===== src/rtl/seg7_pkg.sv =====
// Shared types and constants for the 7-segment scan driver.
// Segment order is seg[6]=a ... seg[0]=g, active-high.
package seg7_pkg;

    typedef logic [6:0] seg_t;

    localparam seg_t SEG_BLANK = 7'h00;

    // Entry n holds the active-high abcdefg pattern for hex digit n.
    localparam seg_t [15:0] HEX_TABLE = {
        7'h47, 7'h4F, 7'h3D, 7'h4E, 7'h1F, 7'h77, 7'h7B, 7'h7F,
        7'h70, 7'h5F, 7'h5B, 7'h33, 7'h79, 7'h6D, 7'h30, 7'h7E
    };

endpackage


===== src/rtl/seg7_hex_decode.sv =====
// Combinational hex nibble to active-high segment pattern.
module seg7_hex_decode
    import seg7_pkg::*;
(
    input  logic [3:0] nibble_i,
    output seg_t       seg_o
);

    assign seg_o = HEX_TABLE[nibble_i];

endmodule


===== src/rtl/seg7_scan_driver.sv =====
// Time-multiplexed multi-digit 7-segment driver with double-buffered content
// committed only at scan-frame boundaries.
module seg7_scan_driver
    import seg7_pkg::*;
#(
    parameter int unsigned NUM_DIGITS     = 4,
    parameter int unsigned SCAN_DIV       = 50000,
    parameter int unsigned DEAD_CYCLES    = 16,
    parameter int unsigned BLINK_FRAMES   = 64,
    parameter bit          SEG_ACTIVE_LOW = 1'b1,
    parameter bit          AN_ACTIVE_LOW  = 1'b1
) (
    input  logic                    clk,
    input  logic                    rst,
    input  logic                    load,
    input  logic [4*NUM_DIGITS-1:0] data_in,
    input  logic [NUM_DIGITS-1:0]   blank_mask,
    input  logic [NUM_DIGITS-1:0]   blink_mask,
    input  logic [NUM_DIGITS-1:0]   dp_in,
    output seg_t                    seg,
    output logic                    dp,
    output logic [NUM_DIGITS-1:0]   an,
    output logic                    pending,
    output logic                    frame_tick
);

    localparam int unsigned PW = (SCAN_DIV > 1)     ? $clog2(SCAN_DIV)     : 1;
    localparam int unsigned IW = (NUM_DIGITS > 1)   ? $clog2(NUM_DIGITS)   : 1;
    localparam int unsigned FW = (BLINK_FRAMES > 1) ? $clog2(BLINK_FRAMES) : 1;
    localparam int unsigned DW = 4 * NUM_DIGITS;

    logic [PW-1:0]         presc_q, presc_d;
    logic [IW-1:0]         idx_q, idx_d;
    logic [FW-1:0]         frm_q, frm_d;
    logic                  phase_q, phase_d;
    logic [DW-1:0]         sh_data_q, sh_data_d, act_data_q, act_data_d;
    logic [NUM_DIGITS-1:0] sh_blank_q, sh_blank_d, act_blank_q, act_blank_d;
    logic [NUM_DIGITS-1:0] sh_blink_q, sh_blink_d, act_blink_q, act_blink_d;
    logic [NUM_DIGITS-1:0] sh_dp_q, sh_dp_d, act_dp_q, act_dp_d;
    logic                  pending_q, pending_d;

    seg_t                  seg_q, seg_d;
    logic                  dp_q, dp_d;
    logic [NUM_DIGITS-1:0] an_q, an_d;
    logic                  tick_q;

    logic                  frame_end;
    logic [3:0]            nibble;
    seg_t                  seg_hex;
    seg_t                  seg_hi;
    logic                  dp_hi;
    logic                  dark;
    logic [NUM_DIGITS-1:0] an_hi;

    assign frame_end = (presc_q == PW'(SCAN_DIV - 1)) && (idx_q == IW'(NUM_DIGITS - 1));

    // Scan counters, shadow capture and frame-boundary commit.
    always_comb begin
        presc_d     = presc_q + PW'(1);
        idx_d       = idx_q;
        frm_d       = frm_q;
        phase_d     = phase_q;
        sh_data_d   = sh_data_q;
        sh_blank_d  = sh_blank_q;
        sh_blink_d  = sh_blink_q;
        sh_dp_d     = sh_dp_q;
        act_data_d  = act_data_q;
        act_blank_d = act_blank_q;
        act_blink_d = act_blink_q;
        act_dp_d    = act_dp_q;
        pending_d   = pending_q;

        if (presc_q == PW'(SCAN_DIV - 1)) begin
            presc_d = '0;
            idx_d   = (idx_q == IW'(NUM_DIGITS - 1)) ? '0 : idx_q + IW'(1);
        end

        if (load) begin
            sh_data_d  = data_in;
            sh_blank_d = blank_mask;
            sh_blink_d = blink_mask;
            sh_dp_d    = dp_in;
            pending_d  = 1'b1;
        end

        if (frame_end) begin
            // A load in this very cycle bypasses the shadow straight into active.
            if (pending_d) begin
                act_data_d  = sh_data_d;
                act_blank_d = sh_blank_d;
                act_blink_d = sh_blink_d;
                act_dp_d    = sh_dp_d;
            end
            pending_d = 1'b0;
            if (frm_q == FW'(BLINK_FRAMES - 1)) begin
                frm_d   = '0;
                phase_d = ~phase_q;
            end else begin
                frm_d = frm_q + FW'(1);
            end
        end
    end

    seg7_hex_decode u_hex_decode (
        .nibble_i (nibble),
        .seg_o    (seg_hex)
    );

    // Pin values for the digit currently being scanned, polarity applied last.
    always_comb begin
        nibble = act_data_q[{idx_q, 2'b00} +: 4];
        dark   = act_blank_q[idx_q] | (act_blink_q[idx_q] & phase_q);
        seg_hi = dark ? SEG_BLANK : seg_hex;
        dp_hi  = ~dark & act_dp_q[idx_q];
        an_hi  = (presc_q < PW'(DEAD_CYCLES)) ? '0 : (NUM_DIGITS'(1) << idx_q);
        seg_d  = SEG_ACTIVE_LOW ? ~seg_hi : seg_hi;
        dp_d   = SEG_ACTIVE_LOW ? ~dp_hi : dp_hi;
        an_d   = AN_ACTIVE_LOW ? ~an_hi : an_hi;
    end

    always_ff @(posedge clk) begin
        if (rst) begin
            presc_q     <= '0;
            idx_q       <= '0;
            frm_q       <= '0;
            phase_q     <= 1'b0;
            sh_data_q   <= '0;
            sh_blank_q  <= '1;
            sh_blink_q  <= '0;
            sh_dp_q     <= '0;
            act_data_q  <= '0;
            act_blank_q <= '1;
            act_blink_q <= '0;
            act_dp_q    <= '0;
            pending_q   <= 1'b0;
            seg_q       <= {7{SEG_ACTIVE_LOW}};
            dp_q        <= SEG_ACTIVE_LOW;
            an_q        <= {NUM_DIGITS{AN_ACTIVE_LOW}};
            tick_q      <= 1'b0;
        end else begin
            presc_q     <= presc_d;
            idx_q       <= idx_d;
            frm_q       <= frm_d;
            phase_q     <= phase_d;
            sh_data_q   <= sh_data_d;
            sh_blank_q  <= sh_blank_d;
            sh_blink_q  <= sh_blink_d;
            sh_dp_q     <= sh_dp_d;
            act_data_q  <= act_data_d;
            act_blank_q <= act_blank_d;
            act_blink_q <= act_blink_d;
            act_dp_q    <= act_dp_d;
            pending_q   <= pending_d;
            seg_q       <= seg_d;
            dp_q        <= dp_d;
            an_q        <= an_d;
            tick_q      <= frame_end;
        end
    end

    assign seg        = seg_q;
    assign dp         = dp_q;
    assign an         = an_q;
    assign pending    = pending_q;
    assign frame_tick = tick_q;

endmodule


===== config.mk =====
export PLATFORM = sky130hd
export DESIGN_NAME = seg7_scan_driver
export DESIGN_NICKNAME = d
export VERILOG_FILES = /design/src/rtl/seg7_pkg.sv /design/src/rtl/seg7_hex_decode.sv /design/src/rtl/seg7_scan_driver.sv
export SDC_FILE = /design/constraint.sdc
export NUM_CORES = 1
export LEC_CHECK = 0
export BUFFER_PORTS_ARGS = -buffer_cell sky130_fd_sc_hd__buf_2
export CORE_MARGIN = 5
export CORE_UTILIZATION = 50
export CTS_CLUSTER_DIAMETER = 200
export CTS_CLUSTER_SIZE = 16
export DETAILED_ROUTE_END_ITERATION = 8
export PLACE_DENSITY = 0.7
export SETUP_SLACK_MARGIN = 0.5
export SYNTH_ARGS = -nofsm -noshare
export SYNTH_HDL_FRONTEND = slang
export SYNTH_HIERARCHICAL = 1
export SYNTH_SLANG_ARGS = --single-unit

===== constraint.sdc =====
create_clock -name clk -period 3.2 [get_ports clk]
set_clock_uncertainty 0.15 [all_clocks]
set_input_delay 0.64 -clock clk [delete_from_list [all_inputs] [get_ports clk]]
set_output_delay 0.64 -clock clk [all_outputs]
set_load 0.02 [all_outputs]

# Yosys cells after proc, flatten, opt, wreduce, memory -nomap -nowiden
# Memory sizes are Yosys's and may differ from the RTL's.
# Index checks and enable logic that the tools add are counted.
# totals
inputBits	31
mem_bits_rw	0
rom_bits	112
word_cells	58
n_memories	1
latch_bits	0
ff_bits	95
# memory_table
memory	depth	word_bits	rd	rd_ports_with_merged_regs	write_ports	line_no	text
(no name shown)	16	7	1	0	0	seg7_hex_decode.sv:9	assign seg_o = HEX_TABLE[nibble_i];
# classes
div_mod_pow	0
shift	2
n_mul	0
reduce_logical	5
n_bitwise	8
add_sub_neg	3
n_eq_ne	3
muxes	16
n_lt_le_gt_ge	3
# op_table
op	n
$add A16 B1 Y16 const B	1
$eq A16 B16 Y1 const B	1
$lt A16 B5 Y1 const B	1
$mux W16	1
$mux W4	4
$shiftx A16 B5 Y4	1
$mux W7	2
$not A7 Y7	1
$add A6 B1 Y6 const B	1
$bmux W1 S2	3
$eq A6 B6 Y1 const B	1
$mux W6	1
$lt A4 B5 Y1 const B	1
$mux W1	4
$not A4 Y4	1
$reduce_and A2 Y1	2
$reduce_or A2 Y1	2
$shl A1 B2 Y4 const A	1
$lt A2 B3 Y1 const B	1
$not A1 Y1	3
$add A2 B1 Y2 const B	1
$and A1 B1 Y1	2
$eq A2 B2 Y1 const B	1
$mux W2	1
other kinds (2)	2

# Longest topological paths before layout
# logic_depth
word_depth	7
mapped_depth	8
mapped_depth_nobuf	6

# Cells and area by module
# Netlist, hierarchy kept.
# by_module_without_submodules
module	seq_area_each_um2	n_inst	cells_per_inst	area_per_inst_um2
seg7_scan_driver	1901.8	1	372	3866.2
seg7_hex_decode	0.0	1	33	290.3

# Worst setup path after synthesis
# Ideal clock, no wire load.
# synth_timing
kind	register -> register
start	register presc_q[12]
end	register act_data_q[10]
t_arrival_ps	2324
setup_time_ps	121
path_stages_with_launch	8
path_slack_ps	605
t_required_ps	2929
path_buffers	3
cell_sequence	dfxtp_1 -> or4_4 -> or4_4 -> buf_6 -> or2_1 -> buf_6 -> buf_8 -> mux2_4
# synth_via
elab_chain_len	3
# synth_lines
element	line_no	text
start, declared	seg7_scan_driver.sv:32	logic [PW-1:0] presc_q, presc_d;
start signal, assigned	seg7_scan_driver.sv:141	presc_q <= presc_d;
$eq A16 B16 Y1	seg7_scan_driver.sv:55	assign frame_end = (presc_q == PW'(SCAN_DIV - 1)) && (idx_q == IW'(NUM_DIGITS - 1));
$logic_and A1 B1 Y1	seg7_scan_driver.sv:55	
$reduce_and A2 Y1 (no line)	--	
end signal, assigned	seg7_scan_driver.sv:149	act_data_q <= act_data_d;
end, declared	seg7_scan_driver.sv:36	logic [DW-1:0] sh_data_q, sh_data_d, act_data_q, act_data_d;
# Every way passes these cells.
# A chain may end at the register's enable or synchronous reset.

# Worst setup path after layout
# layout_timing
start	register presc_q[12]
end	register act_data_q[5]
# Same word-level chain as after synthesis.

==> results.ini <==
[status]
status = finished, final reports clean

[die]
core_area_um2 = 8175
die_x_um = 101.2
die-area_um2 = 10240
initial_core_util = 0.5084
rows = 33
fp.dieH_um = 101.2
io_pins = 45

[sta]
setup_viol = 0
holdWs_ns = 0.3105
slew_headroom = 0.5631
hold_viol_final = 0
finalSetupTns_ns = 0
fmax_mhz = 388.2
tightest_slew_ns = 0.6554
period_needed_ns = 2.576
finalCritPeriodShare = 0.8049
rsz0062_at_grt = no
drv_slew = 0

[run]
drv_cap = 0

[cells_and_area]
syn_to_final_growth_pct = 11.56
layout.nets = 487
postLayoutCoreUtil = 0.5672
stdcell_count = 552
diodes = 0
drive_gt1_frac = 0.2282
final_cell_mix = 95 x dfxtp_1, 50 x nor2_1, 44 x buf_2
final_common_cell = dfxtp_1

[yosys]
yosysWarnings = 6
syn_avg_cell_area_um2 = 10.26
syn_inst = 405
synth_seq_area_share = 0.4576
synth_area_um2 = 4156
synth_nets = 449
synth_cell_types = 41
synth-seq-cells = 95

[power]
switching_share = 0.2170
internal-power_uw = 1651
netSwitchingPower_uw = 457.4
ir_worst_vdd_v = 0.0002245
clock_power_share = 0.378
power.total_uw = 2108
seq_power_share = 0.576
p_leak_uw = 0.001877
pwr-share-comb = 0.045
power.density_nw_per_um2 = 454.6

[global_route]
grt_antenna_before_repair = 0
first_global_vias = 2734
grt.total_usage = 0.1519
grt_overflow = 0
grt_max_degree = 38
grt_pass1_wl_mm = 12.52

[worst_setup_path]
cp-end-kind = flip-flop
worstPathRequired_ns = 3.30
crit_type = flip-flop to flip-flop
cp.arrival_ns = 2.67
cp_max_fo = 28
cp-start-kind = flip-flop

[place]
dp_hpwl_mm = 5.142
portBuffers = 44
dpl.cell_count = 537
place_congestion = 0.7875

[cts]
clkSinkCount = 95
cts_tree = yes
h-tree-depth = 3
cts_buffers = 9
cts_max_path_buffers = 2
hold_buffers = 0
clk_latency_ns = 0.35
cts-root-buf = clkbuf_8
postCtsSetupBuffers = 0
clk_pin_slew_ns = 0.08

[routing]
viasPerCell = 5.134
first_pass_iters = 4
first_iter_violations = 119
wl_per_cell_um = 13.18
vias = 2834
route.detailed.drc = 0
postRouteAntennaNets = 0
wl_mm = 7.275

[min_path]
worstHoldPathType = flip-flop to flip-flop

worst max-delay path: stages (launching register included):
cell and delay (ns):
dfxtp_1 0.36, or4_4 0.56, or4_4 0.61, or2_1 0.24
buf_6 0.21, mux2_4 0.32
synthesized netlist by cell type:
master | number | area share
a211o_1 | 4 | 0.0084
a21oi_1 | 15 | 0.018
a31o_2 | 1 | 0.0021
and2_1 | 1 | 0.0015
and3_1 | 5 | 0.0075
buf_1 | 2 | 0.0018
buf_2 | 1 | 0.0012
buf_6 | 4 | 0.011
buf_8 | 1 | 0.0036
clkbuf_1 | 15 | 0.014
dfxtp_1 | 95 | 0.46
ha_1 | 13 | 0.039
inv_1 | 12 | 0.011
mux2_2 | 10 | 0.027
mux2_4 | 17 | 0.061
mux2i_1 | 32 | 0.077
mux4_1 | 1 | 0.0063
mux4_2 | 5 | 0.027
nand2_1 | 18 | 0.016
nand2b_1 | 2 | 0.0030
nand3_1 | 8 | 0.0096
nand3b_1 | 1 | 0.0018
nand4_1 | 6 | 0.0090
nand4b_1 | 1 | 0.0021
nor2_1 | 50 | 0.045
nor2b_1 | 30 | 0.045
nor3_1 | 9 | 0.011
nor3b_1 | 1 | 0.0018
nor4_1 | 5 | 0.0075
o211ai_1 | 2 | 0.0036
o21ai_0 | 8 | 0.0096
o31a_1 | 1 | 0.0021
o32a_1 | 1 | 0.0024
or2_1 | 1 | 0.0015
or2b_1 | 1 | 0.0018
or3_1 | 7 | 0.011
or4_1 | 2 | 0.0036
or4_4 | 2 | 0.0054
or4b_2 | 1 | 0.0024
xnor2_1 | 11 | 0.023
xor2_1 | 3 | 0.0063
through the flow:
stage / area [um^2] / setup WS (ns)
2_1_floorplan: 4156 / 0.6051
3_3_place_gp: 4424 / 0.6107
3_5_place_dp: 4424 / 0.5865
4_1_cts: 4629 / 0.5681
5_1_grt: 4637 / 0.5621
6_report: 4637 / 0.6242
state kept, by name, indices dropped and copies added, names as in the netlist, 2 cells and up:
| name | flops |
|---|---|
| act_data_q | 16 |
| presc_q | 16 |
| sh_data_q | 16 |
| seg | 7 |
| frm_q | 6 |
| act_blank_q | 4 |
| act_blink_q | 4 |
| act_dp_q | 4 |
| an | 4 |
| sh_blank_q | 4 |
| sh_blink_q | 4 |
| sh_dp_q | 4 |
| idx_q | 2 |
area by class of cell:
class	instances	area, um^2
Tap cell	105	131.4
Multi-Input combinational cell	275	2085
Inverter	12	45.04
Sequential cell	95	1902
Clock inverter	4	53.80
Fill cell	722	3538
Clock buffer	11	151.4
Timing Repair Buffer	50	269.0
power by group through the flow:
stage | sequential, uW | combinational, uW | clock (uW)
finish | 1220 | 95.1 | 798
global route | 1220 | 108 | 878
CTS | 1220 | 97.6 | 827
detailed placement | 1240 | 97.2 | 0
global placement | 1240 | 95.2 | 0
floorplan | 1240 | 64.5 | 0
logic make-up after synthesis:
| group | share of synthesized area |
|---|---|
| AO/OA/AOI/OAI | 0.04636 |
| adder cells (fa/ha/maj) | 0.03913 |
| buffers and inverters | 0.04184 |
| multiplexers | 0.1990 |
| flip-flops | 0.4576 |
| XOR/XNOR | 0.02950 |
| AND/OR/NAND/NOR | 0.1866 |
final timing paths:
kind / start / endpoint / slack [ns] / cells after the start
max reg2reg: presc_q[12] / act_data_q[5] / 0.62 / 5
min reg2reg: presc_q[0] / presc_q[0] / 0.31 / 1
min: presc_q[0] / presc_q[0] / 0.31 / 1
max: presc_q[12] / act_data_q[5] / 0.62 / 5
layer usage:
layer / global-route usage / share of wire
met4: 0.05010 / 0.015
met1: 0.2052 / 0.47
met3: 0.04063 / 0.054
met5: 0 / 0
met2: 0.2369 / 0.46
what timing repair did:
item | in CTS | in global routing
endpoints found under the hold margin | 0 | 0
resized for setup | 0 | 2
setup endpoints to repair | 0 | 4
(Power assumes the default switching activity.)
